File: src/rtl/instr_sequencer.sv
// Multi-cycle instruction sequencer: fetches 16-bit instructions, evaluates the
// condition field, then skips, branches, halts or runs one ALU op with write-back.
module instr_sequencer #(
  parameter int PC_W = 8
) (
  input  logic            clk,
  input  logic            rst_n,
  input  logic            start,
  output logic            imem_req,
  output logic [PC_W-1:0] imem_addr,
  input  logic            imem_ack,
  input  logic [15:0]     imem_data,
  output logic [15:0]     ir,
  output logic            alu_start,
  input  logic            alu_done,
  input  logic [2:0]      alu_flags,
  output logic            rf_we,
  output logic [2:0]      flags,
  output logic [PC_W-1:0] pc,
  output logic            halted
);
  typedef enum logic [2:0] {IDLE, FETCH, DECODE, EXEC, WB, HALT} state_t;

  localparam logic [3:0] OP_HALT = 4'hF;
  localparam logic [3:0] OP_BR   = 4'hE;

  state_t          state, state_nx;
  logic [PC_W-1:0] pc_nx;
  logic [15:0]     ir_nx;
  logic [2:0]      flags_nx;
  logic            cond_ok;

  // flags = {N,Z,C}
  always_comb begin
    case (ir[15:14])
      2'b00:   cond_ok = 1'b1;
      2'b01:   cond_ok = flags[1];
      2'b10:   cond_ok = flags[2];
      default: cond_ok = flags[0];
    endcase
  end

  always_ff @(posedge clk or negedge rst_n) begin
    if (!rst_n) begin
      state <= IDLE;
      pc    <= '0;
      ir    <= '0;
      flags <= '0;
    end else begin
      state <= state_nx;
      pc    <= pc_nx;
      ir    <= ir_nx;
      flags <= flags_nx;
    end
  end

  // alu_start is issued from DECODE so an ALU answering one cycle later is
  // caught in the first EXEC cycle; a done coincident with the start is never seen.
  always_comb begin
    state_nx  = state;
    pc_nx     = pc;
    ir_nx     = ir;
    flags_nx  = flags;
    alu_start = 1'b0;
    case (state)
      IDLE: begin
        if (start) begin
          pc_nx    = '0;
          state_nx = FETCH;
        end
      end
      FETCH: begin
        if (imem_ack) begin
          ir_nx    = imem_data;
          state_nx = DECODE;
        end
      end
      DECODE: begin
        if (!cond_ok) begin
          pc_nx    = pc + PC_W'(1);
          state_nx = FETCH;
        end else if (ir[13:10] == OP_HALT) begin
          state_nx = HALT;
        end else if (ir[13:10] == OP_BR) begin
          pc_nx    = PC_W'(pc + {{PC_W{ir[6]}}, ir[6:0]});
          state_nx = FETCH;
        end else begin
          alu_start = 1'b1;
          state_nx  = EXEC;
        end
      end
      EXEC: begin
        if (alu_done) begin
          flags_nx = alu_flags;
          state_nx = WB;
        end
      end
      WB: begin
        pc_nx    = pc + PC_W'(1);
        state_nx = FETCH;
      end
      HALT:    state_nx = HALT;
      default: state_nx = IDLE;
    endcase
  end

  assign imem_req  = (state == FETCH);
  assign imem_addr = pc;
  assign rf_we     = (state == WB);
  assign halted    = (state == HALT);

endmodule

File: config.mk
export PLATFORM = sky130hd
export DESIGN_NAME = instr_sequencer
export DESIGN_NICKNAME = d
export VERILOG_FILES = /design/src/rtl/instr_sequencer.sv
export SDC_FILE = /design/constraint.sdc
export NUM_CORES = 1
export LEC_CHECK = 0
export BUFFER_PORTS_ARGS = -buffer_cell sky130_fd_sc_hd__buf_4
export CORE_MARGIN = 8
export CORE_UTILIZATION = 45
export DETAILED_ROUTE_END_ITERATION = 10
export GPL_ROUTABILITY_DRIVEN = 1
export PLACE_DENSITY = 0.76
export SLEW_MARGIN = 20
export SYNTH_ARGS = -nofsm -noshare
export SYNTH_HDL_FRONTEND = slang
export SYNTH_SLANG_ARGS = --single-unit
File: constraint.sdc
create_clock -name clk -period 2 [get_ports clk]
set_input_delay 0.2 -clock clk [delete_from_list [all_inputs] [get_ports clk]]
set_output_delay 0.2 -clock clk [all_outputs]
set_load 0.02 [all_outputs]
==> flow_summary_export.csv, run 1 <==
group,metric,value,unit
layout,area_delta_synth_final,38.5,%
synth,async_flop_share,100,%
layout,diodes,0,
drt,firstDrtPassIters,4,
synth,ys.warnings.count,0,
worst_setup_path,critPathCaptureType,"output pin",
worst_setup_path,cp_max_fo,5,
grt,overflow,0,
floorplan,rows,23,
sta,period_share,94.9,%
sta,slew_violations,0,
min_path,worstHoldStart,"imem_data[10]",
floorplan,start_util,46.3,%
grt,grt_pass1_vias,1688,
synth,avgSynthCellArea,10.4,um2
synth,synth_edf_count,0,
worst_setup_path,crit_buf_inv,2,
worst_setup_path,cp-start-kind,"flip-flop",
floorplan,core-area,3970,um2
worst_setup_path,r2r_slack,100,ps
synth,ys_seq_elements,30,
sta,final_hold_viol_count,0,
clock_network,cts_root_buffer,"clkbuf_8",
grt,grt_antenna_before_repair,0,
sta,period_minus_slack,1900,ps
job,maxCapViolations,0,
worst_setup_path,crit_family,"simple AND/OR/NAND/NOR gates",
sta,fin_tns_setup,0,ps
clock_network,cts_htree_levels,2,
sta,max_freq,527,MHz
grt,track_usage,15.4,%
worst_setup_path,path_class,"reg2out",
min_path,hp-class,"in2reg",
status,outcome,"complete, no violations",
grt,grt_pass1_wl,7840,um
floorplan,ios,63,
sta,rsz0062_at_grt,"yes",
clock_network,cts_tree,"yes",
drt,routed_wl,4720,um
floorplan,die-height,80.0,um
synth,ys_seq_area_share,40.8,%
worst_setup_path,cp.depth,4,
worst_setup_path,setup.worst_path.end,"alu_start",
layout,drive_gt1_share,46.0,%
clock_network,cts_sinks,30,
worst_setup_path,slowest_stage,"dfrtp_2",
grt,grt_max_degree,31,
layout,multi_input_area,990,um2
pwr,power_density,1840,nW/um2
pwr,total_leakage_power,1.23,nW
drt,vias_per_cell,5.34,
synth,synth.net_count,210,
synth,synth_area_leaders,"dfrtp_1, mux2_2, ha_1",
sta,setup_ws,102,ps
clock_network,clockBufferDepth,2,
worst_setup_path,r2r_start,"imem_addr[0]",
drt,drc,0,
clock_network,clkSlewWorstSetupHoldPaths,70,ps
clock_network,cts_buffers,5,
worst_setup_path,cpPeakStageDelay,430,ps
worst_setup_path,path_cells,"or3b_4 > buf_4 > nor3_2 > buf_4",
synth,synthesis.instances,177,
drt,wire_per_inst,15.7,um
drt,drtIter0Drc,109,
drt,num_vias,1602,
pwr,power,4.69,mW
synth,syn-cell-area,1840,um2
layout,regArea,753,um2
worst_setup_path,ff2ff_path_depth,7,
synth,netlist.area_leader.share,40.8,%
sta,tightest_slew,447,ps
sta,clock_skew,7.55,ps
floorplan,die-width,80.0,um
layout,nets,282,
synth,yosysUniqueCellTypes,44,
placement,place_hpwl,3710,um
drt,ant_nets,0,
pwr,ir_drop,970,uV
worst_setup_path,critPathArrivalTime,1700,ps
synth,yosysTopAreaCell,"dfrtp_1",
clock_network,clk_latency,290,ps
worst_setup_path,rr_endpoint,"imem_addr[6]",
sta,relSlewSlack,70.0,%
sta,setup_violations,0,
layout,nFillCells,334,
worst_setup_path,cpMostUsedCell,"buf_4",
placement,gp_congestion,0.791,
floorplan,die_area,6390,um2
synth,ys_dominant_reg_cell,"dfrtp_1",
worst_setup_path,startpoint,"state[2]",
placement,port_buffers,62,
worst_setup_path,required,1800,ps
placement,pre_cts_slack,39.9,ps
metrics by stage:
stage / utilization, % / area [um2] / cells / hold WS [ps]
2_1_floorplan: - / 1850 / 177 / -95.6
3_3_place_gp: 60.2 / 2390 / 289 / 158
3_5_place_dp: 60.2 / 2390 / 289 / 153
4_1_cts: 63.4 / 2520 / 298 / 102
5_1_grt: 64.2 / 2550 / 300 / 129
6_report: 64.2 / 2550 / 300 / 110
layout by cell type (no fill, tap or decap), types with 4 or more instances in the layout:
master / instances
dfrtp_1: 28
and3_1: 4
a21oi_1: 10
nand3_1: 7
o22ai_1: 4
clkbuf_8: 5
inv_1: 8
ha_1: 8
o21ai_0: 7
a21o_1: 4
mux2_2: 17
nor2_1: 6
buf_4: 76
nand2_1: 10
xor2_1: 4
worst min-delay path, cell delays in order:
cell and delay (ps):
buf_4 70, nand2_1 30, o21ai_0 60
logic make-up after synthesis:
kind of cell | synth area share (%)
buffers and inverters | 6.87
multiplexers | 11.5
AND/OR/NAND/NOR | 11.4
adder cells (fa/ha/maj) | 6.53
AO/OA/AOI/OAI | 19.6
flip-flops | 40.8
XOR/XNOR | 3.33
synthesized netlist by cell type (2+ instances only):
master	instances
o22ai_1	4
buf_4	10
a21boi_0	2
and3_1	4
a22oi_1	3
o21ai_0	7
xnor2_1	3
ha_1	8
mux2i_1	2
buf_2	2
xor2_1	4
o21a_1	2
nor2_1	6
nand3_1	7
a21oi_1	11
a32oi_1	3
or3_1	2
nand2b_1	2
dfrtp_1	30
a21o_1	4
inv_1	8
nor3_1	4
mux2_2	17
a221oi_1	3
nand2_1	10
layout make-up:
cell class                 count  area share [%]
sequential                    30            29.5
clock inverter                 3            1.77
tap                           50            2.45
multi-input combinational    126            38.8
clock buffer                   5            2.70
inverter                       8            1.18
timing repair buffer          78            23.6
layer usage:
layer,track usage (%),vias to the layer above,routed length (um)
met3,7.55,5,497
met4,4.91,0,52
li1,-,792,-
met2,25.2,58,2210
met1,17.1,747,1960
met5,0,-,0
flip-flops by register name, indices dropped and copies added, names as in the netlist:
register,cells
ir,16
imem_addr,8
flags,3
state,3
power breakdown:
part           switching, mW  internal (mW)
logic                   1.56           1.35
clock network          0.252          0.370
registers              0.249          0.905
total                   2.06           2.63
worst min-delay path by stage:
stage | to | slack, ps | cells after the start
after global placement | ir[9] | 160 | 1
after global routing | ir[3] | 130 | 2
after CTS | ir[10] | 100 | 3
final | ir[10] | 110 | 3
after detailed placement | ir[7] | 150 | 1
after floorplan | flags[0] | -100 | 0
what timing repair did:
action                                 CTS  global route
setup buffers                            0             2
gates resized for setup                  1             7
hold buffers                             1             0
setup endpoints to repair                1             4
endpoints found under the hold margin   30             0
Power figures use the tool's default switching activity.
==> run 2: changes to the inputs <==
Settings changed: BUFFER_PORTS_ARGS -buffer_cell sky130_fd_sc_hd__buf_4 to default, DONT_BUFFER_PORTS from default to 1, PLACE_DENSITY 0.76 to default.
==> run 2 against run 1 <==
Clock power down 19%. Worst setup slack got worse by 34 ps. Sequential share of layout area increased by 4.9 points. Register-to-register slack got worse by 30 ps. Worst hold slack got worse by 68 ps.
==> flow_summary_export.csv, run 2 (same netlist as run 1, synthesis figures left out) <==
group,metric,value,unit
pwr,ir_drop,809,uV
sta,slew_violations,0,
worst_setup_path,critPathCaptureType,"flip-flop",
placement,place_hpwl,3680,um
worst_setup_path,critPathArrivalTime,2090,ps
drt,wl_met1,1840,um
layout,largest_reg_flops,16,
clock_network,cts_buffers,5,
layout,diodes,0,
floorplan,die_area,6390,um2
status,outcome,"complete, no violations",
sta,final_hold_viol_count,0,
floorplan,die-height,80.0,um
worst_setup_path,cp_max_fo,2,
floorplan,core-area,3970,um2
placement,gp_congestion,0.855,
placement,post_dp_cell_area,2020,um2
pwr,power,4.25,mW
sta,relSlewSlack,71.4,%
grt,grt_antenna_before_repair,0,
clock_network,cts_root_buffer,"clkbuf_8",
pwr,total_leakage_power,0.989,nW
grt,grt_pass1_wl,7510,um
clock_network,cts_sinks,30,
placement,port_buffers,0,
floorplan,start_util,46.3,%
drt,wire_per_inst,18.3,um
drt,routed.top_layer,"met4",
floorplan,ios,63,
drt,firstDrtPassIters,4,
grt,track_usage,14.8,%
sta,clock_skew,3.89,ps
grt,grt_max_degree,31,
layout,nets,235,
drt,routed_wl,4640,um
clock_network,clkSlewWorstSetupHoldPaths,70,ps
job,maxCapViolations,0,
sta,setup_violations,0,
layout,mostFrequentLayoutCells,"buf_4, dfrtp_1, mux2_2",
sta,period_minus_slack,1930,ps
grt,overflow,0,
layout,top_register,"ir",
layout,area_delta_synth_final,18.8,%
worst_setup_path,cp-start-kind,"flip-flop",
clock_network,clk_latency,280,ps
sta,max_freq,517,MHz
min_path,hp-class,"in2reg",
drt,wl_met3,348,um
layout,finalInstanceArea,2190,um2
drt,drtIter0Drc,104,
drt,num_vias,1463,
clock_network,cts_htree_levels,2,
clock_network,cts_tree,"yes",
floorplan,die-width,80.0,um
floorplan,rows,23,
drt,dr_wl_met2,2410,um
sta,rsz0062_at_grt,"yes",
pwr,power_density,1950,nW/um2
drt,drc,0,
drt,vias_per_cell,5.78,
layout,drive_gt1_share,33.5,%
sta,period_share,96.6,%
drt,ant_nets,0,
sta,tightest_slew,430,ps
worst_setup_path,path_class,"reg2reg",
layout,layout_commonest_cell,"buf_4",
clock_network,clockBufferDepth,2,
worst_setup_path,required,2160,ps
grt,grt_pass1_vias,1529,
[run 2: where the power goes]
group          switching (mW)  total (mW)  internal (mW)
Combinational            1.44        2.52           1.07
Clock                   0.225       0.501          0.276
Sequential              0.333        1.24          0.904
[run 2: layer usage]
layer  track usage [%]  up-vias
li1                  -      698
met1              16.7      712
met2              24.7       48
met3              6.42        5
met4              4.18        0
met5                 0        -
[run 2: worst max-delay path, stage by stage (launching register included)]
cell and delay, ps:
dfrtp_1 420, ha_4 180, fa_2 360, a21o_1 220, a221oi_2 240, xnor2_1 110, a22oi_1 180, o22ai_1 100
[run 2: per-stage QoR]
stage	setup TNS, ps	utilization [%]	cells	hold slack [ps]	setup slack [ps]
6_report	0	55.0	253	42.3	67.3
5_1_grt	-64.2	55.0	253	33.7	-37.9
3_5_place_dp	0	51.0	242	-94.4	39.6
3_3_place_gp	0	51.0	242	-94.6	78.7
2_1_floorplan	0	-	177	-95.6	30.4
4_1_cts	0	54.1	252	40.9	18.2
[run 2: repair_timing]
item                                    in CTS  in global routing
resized for setup                            0                  9
setup buffers                                0                  1
endpoints found under the hold margin       30                  0
endpoints found under the setup margin       0                  4
hold buffers                                 2                  0
[run 2: layout make-up]
type,count,area (um2)
Fill cell,372,1790
Multi-Input combinational cell,126,997
Sequential cell,30,753
Timing Repair Buffer,31,248
Clock buffer,6,82.6
Tap cell,50,62.6
Inverter,8,30.0
Clock inverter,2,12.5
[run 2: path summary, 6_finish.rpt]
kind	from	endpoint	slack [ps]	cells past startpoint
worst min-delay path	imem_data[6]	ir[6]	40	2
min in group asynchronous	rst_n	imem_addr[7]	360	2
max in group asynchronous	rst_n	state[2]	1450	2
worst min register to register	state[2]	state[2]	530	1
worst max register to register	ir[0]	imem_addr[6]	70	7
worst max-delay path	ir[0]	imem_addr[6]	70	7
